==> src/rtl/prime_round_ctrl.sv <==
// Round sequencer for the prime-prediction game.
// Takes a guess, pulses the generator, captures its prime and scores the round.
module prime_round_ctrl #(
  parameter int ROUNDS  = 8,
  parameter int GEN_LAT = 4,
  parameter int TIMEOUT = 200
) (
  input  logic       clk,
  input  logic       rst,
  input  logic       start,
  input  logic [6:0] guess,
  input  logic       guess_valid,
  output logic       guess_ready,
  output logic       gen_enable,
  output logic [6:0] gen_score,
  input  logic [6:0] gen_prime,
  output logic [6:0] prime_out,
  output logic       result_valid,
  output logic       hit,
  output logic       timed_out,
  output logic [6:0] score,
  output logic [3:0] round,
  output logic       busy,
  output logic       done
);

  localparam int TW = $clog2(TIMEOUT + 1);
  localparam int WW = $clog2(GEN_LAT + 1);

  localparam logic [2:0] S_IDLE  = 3'd0;
  localparam logic [2:0] S_GUESS = 3'd1;
  localparam logic [2:0] S_REQ   = 3'd2;
  localparam logic [2:0] S_WAIT  = 3'd3;
  localparam logic [2:0] S_JUDGE = 3'd4;
  localparam logic [2:0] S_DONE  = 3'd5;

  logic [2:0]    state_q, state_d;
  logic [TW-1:0] tcnt_q, tcnt_d;
  logic [WW-1:0] wcnt_q, wcnt_d;
  logic [6:0]    guess_q, guess_d;
  logic          to_q, to_d;
  logic [6:0]    prime_q, prime_d;
  logic [6:0]    score_q, score_d;
  logic [3:0]    round_q, round_d;

  logic          ready_q, gen_en_q, rv_q;
  logic          hit_q, tout_q, busy_q, done_q;
  logic [6:0]    gen_score_q;

  always_comb begin
    state_d = state_q;
    tcnt_d  = tcnt_q;
    wcnt_d  = wcnt_q;
    guess_d = guess_q;
    to_d    = to_q;
    prime_d = prime_q;
    score_d = score_q;
    round_d = round_q;
    case (state_q)
      S_IDLE, S_DONE: begin
        if (start) begin
          score_d = '0;
          round_d = '0;
          tcnt_d  = '0;
          state_d = S_GUESS;
        end
      end
      S_GUESS: begin
        tcnt_d = tcnt_q + 1'b1;
        if (guess_valid) begin
          guess_d = guess;
          to_d    = 1'b0;
          state_d = S_REQ;
        end else if (tcnt_q == TW'(TIMEOUT - 1)) begin
          guess_d = '0;
          to_d    = 1'b1;
          state_d = S_REQ;
        end
      end
      S_REQ: begin
        wcnt_d  = '0;
        state_d = S_WAIT;
      end
      S_WAIT: begin
        wcnt_d = wcnt_q + 1'b1;
        if (wcnt_q == WW'(GEN_LAT - 1)) begin
          prime_d = gen_prime;
          state_d = S_JUDGE;
        end
      end
      S_JUDGE: begin
        if (hit_q && score_q != 7'd127) score_d = score_q + 7'd1;
        round_d = round_q + 4'd1;
        tcnt_d  = '0;
        state_d = (round_d == 4'(ROUNDS)) ? S_DONE : S_GUESS;
      end
      default: state_d = S_IDLE;
    endcase
  end

  // Outputs are decoded from the next state so every port is a flop.
  always_ff @(posedge clk or negedge rst) begin
    if (!rst) begin
      state_q     <= S_IDLE;
      tcnt_q      <= '0;
      wcnt_q      <= '0;
      guess_q     <= '0;
      to_q        <= 1'b0;
      prime_q     <= '0;
      score_q     <= '0;
      round_q     <= '0;
      ready_q     <= 1'b0;
      gen_en_q    <= 1'b0;
      gen_score_q <= '0;
      rv_q        <= 1'b0;
      hit_q       <= 1'b0;
      tout_q      <= 1'b0;
      busy_q      <= 1'b0;
      done_q      <= 1'b0;
    end else begin
      state_q  <= state_d;
      tcnt_q   <= tcnt_d;
      wcnt_q   <= wcnt_d;
      guess_q  <= guess_d;
      to_q     <= to_d;
      prime_q  <= prime_d;
      score_q  <= score_d;
      round_q  <= round_d;
      ready_q  <= (state_d == S_GUESS);
      gen_en_q <= (state_d == S_REQ);
      if (state_d == S_REQ) gen_score_q <= score_q;
      rv_q     <= (state_d == S_JUDGE);
      hit_q    <= (state_d == S_JUDGE) && !to_d && (guess_d == prime_d);
      tout_q   <= (state_d == S_JUDGE) && to_d;
      busy_q   <= (state_d != S_IDLE) && (state_d != S_DONE);
      done_q   <= (state_d == S_DONE);
    end
  end

  assign guess_ready  = ready_q;
  assign gen_enable   = gen_en_q;
  assign gen_score    = gen_score_q;
  assign prime_out    = prime_q;
  assign result_valid = rv_q;
  assign hit          = hit_q;
  assign timed_out    = tout_q;
  assign score        = score_q;
  assign round        = round_q;
  assign busy         = busy_q;
  assign done         = done_q;

endmodule

==> config.mk <==
export PLATFORM = sky130hd
export DESIGN_NAME = prime_round_ctrl
export DESIGN_NICKNAME = d
export VERILOG_FILES = /design/src/rtl/prime_round_ctrl.sv
export SDC_FILE = /design/constraint.sdc
export NUM_CORES = 1
export LEC_CHECK = 0
export ABC_AREA = 1
export BUFFER_PORTS_ARGS = -buffer_cell sky130_fd_sc_hd__buf_4
export CORE_MARGIN = 5
export CORE_UTILIZATION = 51
export CTS_BUF_LIST = sky130_fd_sc_hd__clkbuf_4 sky130_fd_sc_hd__clkbuf_8
export DETAILED_ROUTE_END_ITERATION = 6
export PLACE_DENSITY = 0.78
export SKIP_LAST_GASP = 1
export SLEW_MARGIN = 20
export SYNTH_ARGS = -nofsm -noshare
export SYNTH_HDL_FRONTEND = slang
export SYNTH_SLANG_ARGS = --single-unit
export TNS_END_PERCENT = 100
==> constraint.sdc <==
create_clock -name clk -period 1.6 [get_ports clk]
set_clock_uncertainty 0.05 [all_clocks]
set_input_delay 0 -clock clk [delete_from_list [all_inputs] [get_ports clk]]
set_output_delay 0 -clock clk [all_outputs]
set_load 0.05 [all_outputs]
==> impl_metrics.yaml, run 1 <==
global_routing:
  grt_usage: 0.212
  grt_pass1_vias: 2351
  antenna_found_initial: 0
  grt-ovfl-total: 0
  grt_max_degree: 55
  grt_first_pass_wirelength_um: 10600
clock_network:
  cts_sinks: 54
  clk_path_buf_depth: 2
  cts_tree: "yes"
  cts_max_level: 2
  cts_made_buffers: 5
  path_clk_slew_ns: 0.10
  clock_latency_ns: 0.31
  cts_root_buffer: "clkbuf_8"
worst_setup_path:
  rr_worst_depth: 11
  r2r-start: "wcnt_q[0]$_DFFE_PN0P_"
  arrival_ns: 1.90
  path_cells: "ha_2 -> ha_4 -> nand2_8 -> inv_6 -> or2_0 -> o21ai_1 -> inv_1 -> nand2_1 -> nand2_2 -> nand3_2 -> nor2_2"
  critPathLaunchType: "flip-flop"
  crit_slowest_cell: "dfrtp_1"
  end_kind: "flip-flop"
  max_stage_delay_ns: 0.41
  ff2ff_setup_slack_ns: -0.13
  cp.required_ns: 1.77
  r2r-end: "hit$_DFF_PN0_"
  worstPathMaxFanout: 5
  criticalPathCategory: "flip-flop to flip-flop"
sta:
  finalSetupViolCount: 11
  hold_viol_final: 0
  max_slew_margin: 0.557
  fmax_ghz: 0.577
  fin_crit_sh: 1.08
  tightestPinTransition_ns: 0.664
  setup_ws_ns: -0.133
  setup_tns_ns: -0.684
  period_needed_ns: 1.73
  slew_violations: 0
  rsz0062_at_grt: "true"
placed_design:
  dpl.hpwl_um: 4370
  port_buffers: 49
  place_ws_ns: -0.126
  gp_congestion: 0.817
  dpl.cell_count: 435
finish:
  fin_cells: 474
  antenna_cells: 0
  nets: 430
  fin_util: 0.782
  synthToLayoutAreaGrowth_pct: 46.5
  drive_gt1_frac: 0.405
routing:
  routedWlPerCell_um: 14.2
  via_per_inst: 5.04
  routed_wl_um: 6710
  drc: 0
  vias: 2391
  drt_iter0_markers: 112
  ant_nets: 0
  drt_pass1_iterations: 4
hold_path:
  holdPathEnd: "state_q[2]$_DFF_PN0_"
  hp-start: "start"
  min_path_type: "input pin to flip-flop"
  worstHoldPathCells: 4
synth:
  avgSynthCellArea_sq_um: 8.84
  netlist_area_sq_um: 2550
  yosysTopAreaCell: "dfrtp_1"
  async_flop_share: 1.00
  ys.flop_type: "dfrtp_1"
  synth_edf_count: 0
  synthTopCellsByArea: "dfrtp_1 (53%), nand2_1 (9.8%), inv_1 (5.0%)"
  yosysUniqueCellTypes: 31
  ys_seq_elements: 54
  synthCells: 289
  syn-num-nets: 313
  yosysWarningCount: 0
  yosysMostFrequentCell: "nand2_1"
  synth_top_area_frac: 0.529
  synth-seq-area-share: 0.529
  ys_top_cells_by_count: "nand2_1 (67), dfrtp_1 (54), inv_1 (34)"
power:
  p_leak_uw: 0.00193
  power_uw: 6910
  cellPowerDensity_nw_per_um2: 1850
  ir_drop_v: 0.00117
die:
  num_io_pins: 50
  num_rows: 25
  die_w_um: 80.8
  die_h_um: 80.8
  start_util: 0.534
  coreArea_sq_um: 4790
  dieArea_sq_um: 6520
outcome:
  outcome: "finished, violations left"
  violations: "negative setup slack"
job:
  drv_cap: 0
worst max path at each step:
stage / startpoint / to
global placement: wcnt_q[0]$_DFFE_PN0P_ / hit$_DFF_PN0_
detailed placement: wcnt_q[0]$_DFFE_PN0P_ / hit$_DFF_PN0_
finish: wcnt_q[0]$_DFFE_PN0P_ / hit$_DFF_PN0_
floorplan: wcnt_q[0]$_DFFE_PN0P_ / hit$_DFF_PN0_
CTS: wcnt_q[1]$_DFFE_PN0P_ / hit$_DFF_PN0_
global route: wcnt_q[0]$_DFFE_PN0P_ / done$_DFF_PN0_
kinds of logic (layout without fill, tap and decap cells):
group                    after synthesis  count (layout)  synth area share
AO/OA/AOI/OAI                         42              42            0.0926
flip-flops                            54              54             0.529
adder cells (fa/ha/maj)                6               6            0.0294
buffers and inverters                 40             157            0.0652
AND/OR/NAND/NOR                      141             142             0.261
XOR/XNOR                               4               4            0.0137
multiplexers                           2               2           0.00882
layer usage:
layer	track usage	routed length, um	vias to the layer above
li1	-	-	1157
met1	0.251	2680	1145
met2	0.381	3570	75
met3	0.0399	310	14
met4	0.0828	158	0
met5	0	0	-
cells in the final DEF (no fill, tap or decap), types with 2 or more instances in the layout:
cell type	count
o21ai_2	4
nor2_2	6
nor2_4	2
nand2_1	61
nand2_2	16
o21ai_1	5
buf_6	4
a22o_1	2
o211ai_1	2
nand3_1	13
xor2_1	4
ha_4	2
nor3_2	2
a21oi_1	16
dlygate4sd3_1	15
mux2_2	2
o21ai_0	10
ha_1	3
nor3_1	3
buf_4	89
dfrtp_1	49
nor2_1	23
clkbuf_8	6
inv_1	31
dfrtp_2	5
nand3_2	6
nand2_4	3
inv_2	6
power breakdown:
group,switching (uW),leakage [uW],internal (uW)
logic,2440,0.00120,1530
clock network,444,0.0000472,349
registers,322,0.000687,1830
total,3200,0.00193,3710
state kept, by name, summed over array words and instances (netlist names), 3 cells and up:
register   count
gen_score      7
guess_q        7
prime_out      7
round          4
score          7
state_q        3
tcnt_q         8
wcnt_q         3
stage by stage:
step | hold WS, ns | instance area (sq um)
global route | 0.0503 | 3740
detailed placement | 0.0359 | 3260
global placement | 0.0312 | 3260
CTS | 0.00845 | 3650
floorplan | -0.346 | 2580
finish | 0.0443 | 3740
final cells by class:
class | count | area (sq um)
clock buffer | 6 | 82.6
timing repair inverter | 1 | 6.26
fill | 300 | 1040
multi-input combinational | 196 | 1160
timing repair buffer | 110 | 888
inverter | 38 | 148
tap | 67 | 83.8
sequential | 54 | 1360
clock inverter | 2 | 12.5
critical path, delay by kind of cell (launching register included):
kind / cells / cell delay [ns]
simple gates: 6 / 0.55
flops: 1 / 0.41
compound gates: 1 / 0.10
buf+inv: 2 / 0.13
fa+ha+maj: 2 / 0.40
what timing repair did:
action / in CTS / in global routing
cloned: 2 / 1
setup buffers: 8 / 5
hold buffers: 15 / 0
gates resized for setup: 20 / 16
setup endpoints to repair: 14 / 27
pin swaps: 12 / 13
hold endpoints to repair: 68 / 0
(Power assumes the default switching activity.)
==> inputs of run 2 (changes only) <==
--- a/config.mk
+++ b/config.mk
@@ -8,10 +8,10 @@
 export ABC_AREA = 1
 export BUFFER_PORTS_ARGS = -buffer_cell sky130_fd_sc_hd__buf_4
 export CORE_MARGIN = 5
-export CORE_UTILIZATION = 51
-export CTS_BUF_LIST = sky130_fd_sc_hd__clkbuf_4 sky130_fd_sc_hd__clkbuf_8
+export CORE_UTILIZATION = 49
+export CTS_CLUSTER_DIAMETER = 150
 export DETAILED_ROUTE_END_ITERATION = 6
-export PLACE_DENSITY = 0.78
+export PLACE_DENSITY = 0.75
 export SKIP_LAST_GASP = 1
 export SLEW_MARGIN = 20
 export SYNTH_ARGS = -nofsm -noshare
==> run 2 against run 1 <==
The flow still finishes with violations (negative setup slack). Highest routed layer unchanged. Clock power fell by 2.9%. Die area is 3.6% higher. Critical path depth down 4.
==> impl_metrics.yaml, run 2 (synthesis results as in run 1) <==
outcome:
  outcome: "finished, violations left"
  violations: "negative setup slack"
placed_design:
  postPlaceCellArea_sq_um: 3270
  gp_congestion: 0.860
  dpl.hpwl_um: 4440
  dpl.cell_count: 440
  port_buffers: 49
finish:
  fin_cells: 487
  largest_reg_flops: 8
  antenna_cells: 0
  final_cell_mix: "buf_4 (94), nand2_1 (59), dfrtp_1 (48), inv_1 (24), nor2_1 (19)"
  nets: 440
  drive_gt1_frac: 0.470
  design_area_sq_um: 4000
  synthToLayoutAreaGrowth_pct: 56.5
  top_register: "tcnt_q"
  fin_util: 0.787
  final_common_cell: "buf_4"
sta:
  slew_violations: 0
  setup_ws_ns: -0.205
  max_slew_margin: 0.548
  finalSetupViolCount: 22
  rsz0062_at_grt: "true"
  period_needed_ns: 1.81
  fmax_ghz: 0.554
  whs_ns: 0.0222
  fin_crit_sh: 1.13
  tightestPinTransition_ns: 0.678
  hold_viol_final: 0
hold_path:
  holdPathEnd: "guess_q[2]$_DFF_PN0_"
  hp-start: "guess[2]"
  min_path_type: "input pin to flip-flop"
  worstHoldPathCells: 4
global_routing:
  met2_usage: 0.363
  use_met1: 0.256
  antenna_found_initial: 0
  grt_usage: 0.205
  grt_pass1_vias: 2413
  grt_max_degree: 55
  grt-ovfl-total: 0
  grt_first_pass_wirelength_um: 10700
  grt_busiest_layer: "met2"
  met3_usage: 0.0380
worst_setup_path:
  ff2ff_setup_slack_ns: -0.21
  path_cells: "ha_2 -> ha_4 -> a21oi_2 -> a21oi_1 -> o211ai_1 -> nand2_1 -> nor2_1"
  path_delay_family: "compound AO/OA/AOI/OAI gates"
  cp.required_ns: 1.80
  arrival_ns: 2.00
  critPathLaunchType: "flip-flop"
  crit_buf_inv: 0
  worstPathMaxFanout: 3
  r2r-start: "wcnt_q[1]$_DFFE_PN0P_"
  criticalPathCategory: "flip-flop to flip-flop"
  end_kind: "flip-flop"
  crit_cells: 7
  r2r-end: "guess_ready$_DFF_PN0_"
  max_stage_delay_ns: 0.41
  rr_worst_depth: 7
  crit_slowest_cell: "dfrtp_1"
power:
  cellPowerDensity_nw_per_um2: 1850
  clockPowerShare: 0.104
  internal-power_uw: 3920
  pwr-share-seq: 0.294
  switching_share: 0.468
  p_leak_uw: 0.00205
  ir_drop_v: 0.000896
  pwr-share-comb: 0.601
  power_switching_uw: 3460
die:
  coreArea_sq_um: 5070
  num_io_pins: 50
  dieArea_sq_um: 6760
  num_rows: 26
  start_util: 0.503
  die_w_um: 82.2
  die_h_um: 82.2
routing:
  drt_iter0_markers: 103
  routed_wl_um: 7320
  via_per_inst: 5.08
  ant_nets: 0
  drt_pass1_iterations: 4
  drc: 0
  vias: 2475
  routedWlPerCell_um: 15.0
clock_network:
  cts_tree: "yes"
  cts_made_buffers: 5
  cts_max_level: 2
  cts_sinks: 54
  cts_root_buffer: "clkbuf_8"
  clk_path_buf_depth: 2
  path_clk_slew_ns: 0.10
  clock_latency_ns: 0.31
job:
  drv_cap: 0
run 2: cell count changes in the layout (fill, tap and decap cells not counted), sizes merged:
| cell | before | now |
|---|---|---|
| nand3 | 20 | 21 |
| clkinvlp | 1 | 0 |
| buf | 95 | 104 |
| inv | 39 | 40 |
| clkbuf | 6 | 7 |
| nand2 | 81 | 80 |
run 2: routing by layer:
metal	routed length [um]	vias up
met2	3790	91
met3	389	21
li1	-	1182
met4	200	0
met1	2940	1181
met5	0	-
run 2: repair_timing:
item	CTS	global route
cloned	1	2
hold buffers	15	0
pin swaps	12	20
resized for setup	32	55
setup endpoints to repair	12	29
setup buffers	9	12
hold endpoints to repair	68	0
run 2: area by class of cell:
type | count | area [sq um]
Clock buffer | 6 | 72.6
Clock inverter | 2 | 13.8
Fill cell | 343 | 1080
Inverter | 38 | 150
Multi-Input combinational cell | 196 | 1300
Sequential cell | 54 | 1360
Tap cell | 70 | 87.6
Timing Repair Buffer | 120 | 1010
Timing Repair inverter | 1 | 6.26
run 2: worst max-delay path by stage:
stage | start | end | slack, ns
2_1_floorplan | wcnt_q[0]$_DFFE_PN0P_ | hit$_DFF_PN0_ | 0.0001
3_3_place_gp | state_q[1]$_DFF_PN0_ | hit$_DFF_PN0_ | -0.07
3_5_place_dp | wcnt_q[1]$_DFFE_PN0P_ | hit$_DFF_PN0_ | -0.14
4_1_cts | wcnt_q[1]$_DFFE_PN0P_ | hit$_DFF_PN0_ | -0.08
5_1_grt | wcnt_q[0]$_DFFE_PN0P_ | guess_ready$_DFF_PN0_ | -0.32
6_report | wcnt_q[1]$_DFFE_PN0P_ | guess_ready$_DFF_PN0_ | -0.21
run 2: stage by stage:
step	setup TNS (ns)	total power [uW]	setup slack, ns
after detailed placement	-0.548	5640	-0.145
after CTS	-0.308	6720	-0.0830
after global routing	-4.34	7830	-0.323
final	-1.85	7380	-0.205
after global placement	-0.144	5540	-0.0716
after floorplan	0	4360	0.000105
run 2: power groups by stage:
stage | registers, uW | clock network [uW] | logic [uW]
detailed placement | 2150 | 0 | 3490
global route | 2230 | 842 | 4760
floorplan | 3020 | 0 | 1350
CTS | 2150 | 782 | 3790
global placement | 2140 | 0 | 3400
finish | 2170 | 770 | 4440
run 2: worst register-to-register path, cell delays in order (launching register included):
cell and delay, ns:
dfrtp_1 0.41, ha_2 0.20, ha_4 0.18, a21oi_2 0.25, a21oi_1 0.08, o211ai_1 0.21, nand2_1 0.22, nor2_1 0.14
==> inputs of run 3 (changes only) <==
--- a/config.mk
+++ b/config.mk
@@ -6,12 +6,12 @@
 export NUM_CORES = 1
 export LEC_CHECK = 0
 export ABC_AREA = 1
-export BUFFER_PORTS_ARGS = -buffer_cell sky130_fd_sc_hd__buf_4
+export BUFFER_PORTS_ARGS = -buffer_cell sky130_fd_sc_hd__buf_2
 export CORE_MARGIN = 5
-export CORE_UTILIZATION = 49
+export CORE_UTILIZATION = 45
 export CTS_CLUSTER_DIAMETER = 150
 export DETAILED_ROUTE_END_ITERATION = 6
-export PLACE_DENSITY = 0.75
+export PLACE_DENSITY = 0.7
 export SKIP_LAST_GASP = 1
 export SLEW_MARGIN = 20
 export SYNTH_ARGS = -nofsm -noshare
==> constraint.sdc (replaced) <==
create_clock -name clk -period 1.5 [get_ports clk]
set_clock_uncertainty 0.05 [all_clocks]
set_input_delay 0 -clock clk [delete_from_list [all_inputs] [get_ports clk]]
set_output_delay 0 -clock clk [all_outputs]
set_load 0.05 [all_outputs]
==> run 3 against run 2 <==
The run still ends with negative setup slack left. Non-clock buffer count down 3. Hold slack worse by 0.016 ns. Register-to-register slack got worse by 0.02 ns. Final cell count is 0.41% lower. Design area is 2.6% lower. Core utilization is 8.0 points lower. Sequential power rose by 8%. Sequential share of layout area is 1.0 points higher. Total power grew 3.6%. Clock-buffer cell count up 1. First-iteration DRC count is 0.97% lower. Largest power group unchanged. Via count fell by 3.6%.
==> impl_metrics.yaml, run 3 (synthesis results as in run 1) <==
finish:
  largest_reg_flops: 8
  drive_gt1_frac: 0.499
  design_area_sq_um: 3890
  nets: 436
  fin_util: 0.707
  final_cell_mix: "nand2_1 (56), buf_2 (49), buf_4 (45), dfrtp_1 (44), inv_1 (24)"
  synthToLayoutAreaGrowth_pct: 52.5
  top_register: "tcnt_q"
  antenna_cells: 0
  final_common_cell: "nand2_1"
power:
  switching_share: 0.468
  pwr-share-seq: 0.307
  internal-power_uw: 4070
  power_uw: 7640
  cellPowerDensity_nw_per_um2: 1960
  power_switching_uw: 3580
  pwr-share-comb: 0.585
  clockPowerShare: 0.109
  ir_drop_v: 0.00163
  p_leak_uw: 0.00199
worst_setup_path:
  r2r-end: "tcnt_q[5]$_DFFE_PN0P_"
  criticalPathCategory: "flip-flop to flip-flop"
  worstPathMaxFanout: 4
  critPathLaunchType: "flip-flop"
  ff2ff_setup_slack_ns: -0.22
  crit_slowest_cell: "dfrtp_1"
  startpoint: "state_q[1]$_DFF_PN0_"
  crit_cells: 13
  max_stage_delay_ns: 0.44
  crit_buf_inv: 4
  cp.required_ns: 1.65
  r2r-start: "state_q[1]$_DFF_PN0_"
  rr_worst_depth: 13
  end_kind: "flip-flop"
  endpoint: "tcnt_q[5]$_DFFE_PN0P_"
  path_cells: "inv_2 -> nand2_4 -> nor2_4 -> buf_12 -> inv_2 -> nand2_2 -> inv_2 -> nand2_4 -> nand2_2 -> nor2_4 -> nand2_2 -> o21ai_2 -> a21oi_1"
  path_delay_family: "simple AND/OR/NAND/NOR gates"
  arrival_ns: 1.88
global_routing:
  grt_first_pass_wirelength_um: 10600
  grt_max_degree: 55
  grt-ovfl-total: 0
  grt_usage: 0.179
  antenna_found_initial: 0
  grt_pass1_vias: 2384
die:
  num_rows: 27
  start_util: 0.464
  die_h_um: 85.3
  num_io_pins: 50
  coreArea_sq_um: 5510
  dieArea_sq_um: 7280
  die_w_um: 85.3
clock_network:
  clock_latency_ns: 0.31
  cts_sinks: 54
  cts_root_buffer: "clkbuf_8"
  cts_max_level: 2
  path_clk_slew_ns: 0.09
  clk_path_buf_depth: 2
  cts_made_buffers: 5
  cts_tree: "yes"
sta:
  max_slew_margin: 0.772
  hold_viol_final: 0
  period_needed_ns: 1.72
  fmax_ghz: 0.581
  slew_violations: 0
  finalSetupViolCount: 31
  tightestPinTransition_ns: 0.340
  setup_ws_ns: -0.222
  rsz0062_at_grt: "true"
  fin_crit_sh: 1.15
  whs_ns: 0.00645
routing:
  ant_nets: 0
  vias: 2387
  drt_iter0_markers: 102
  drc: 0
  routed_wl_um: 6870
  routedWlPerCell_um: 14.2
  via_per_inst: 4.92
  drt_pass1_iterations: 4
placed_design:
  gp_congestion: 0.845
  dpl.hpwl_um: 4630
  port_buffers: 49
  postPlaceCellArea_sq_um: 3250
outcome:
  outcome: "finished, violations left"
  violations: "negative setup slack"
hold_path:
  worstHoldPathCells: 4
  min_path_type: "input pin to flip-flop"
job:
  drv_cap: 0
[run 3: power groups by stage]
stage,registers (uW),logic [uW],clock network (uW)
5_1_grt,2400,4830,898
3_3_place_gp,2280,3610,0
6_report,2340,4470,833
4_1_cts,2290,3960,852
2_1_floorplan,3230,1510,0
3_5_place_dp,2310,3690,0
[run 3: stage by stage]
| step | setup slack [ns] | TNS (ns) | cells |
|---|---|---|---|
| floorplan | -0.0718 | -0.219 | 289 |
| global placement | -0.217 | -1.58 | 448 |
| detailed placement | -0.238 | -2.83 | 448 |
| CTS | -0.179 | -2.00 | 478 |
| global route | -0.341 | -6.39 | 485 |
| finish | -0.222 | -3.29 | 485 |
[run 3: repair_timing]
| action | in CTS | in global routing |
|---|---|---|
| cloned | 1 | 1 |
| buffers inserted | 8 | 7 |
| gates resized for setup | 22 | 69 |
| endpoints found under the hold margin | 66 | 0 |
| setup endpoints to repair | 29 | 37 |
| pin swaps | 3 | 19 |
| hold buffers | 13 | 0 |
[run 3: cell type report]
type	instances	area, sq um
fillers	407	1610
clock inverters	1	5.00
well taps	72	90.1
repair buffers	117	861
inverters	38	153
clock buffers	7	86.3
multi-input cells	196	1340
flip-flops and latches	54	1360
[run 3: worst min-delay path by stage]
stage / end / slack [ns] / start
2_1_floorplan: busy$_DFF_PN0_ / -0.35 / rst
4_1_cts: prime_out[5]$_DFF_PN0_ / 0.0003 / gen_prime[5]
3_3_place_gp: round[2]$_DFFE_PN0P_ / -0.03 / rst
6_report: prime_out[5]$_DFF_PN0_ / 0.006 / gen_prime[5]
3_5_place_dp: round[2]$_DFFE_PN0P_ / -0.03 / rst
5_1_grt: prime_out[5]$_DFF_PN0_ / 0.04 / gen_prime[5]
[run 3: tightest hold or removal path, delay by kind of cell]
kind                   cells  cell delay (ns)
buffers and inverters      2             0.19
AND/OR/NAND/NOR            2             0.14
[run 3: metal layers]
layer / vias to the layer above / wire (um) / share of wire / GRT usage
li1: 1178 / - / - / -
met1: 1138 / 2850 / 0.41 / 0.217
met2: 58 / 3620 / 0.53 / 0.312
met3: 13 / 284 / 0.041 / 0.0388
met4: 0 / 121 / 0.018 / 0.0633
met5: - / 0 / 0 / 0
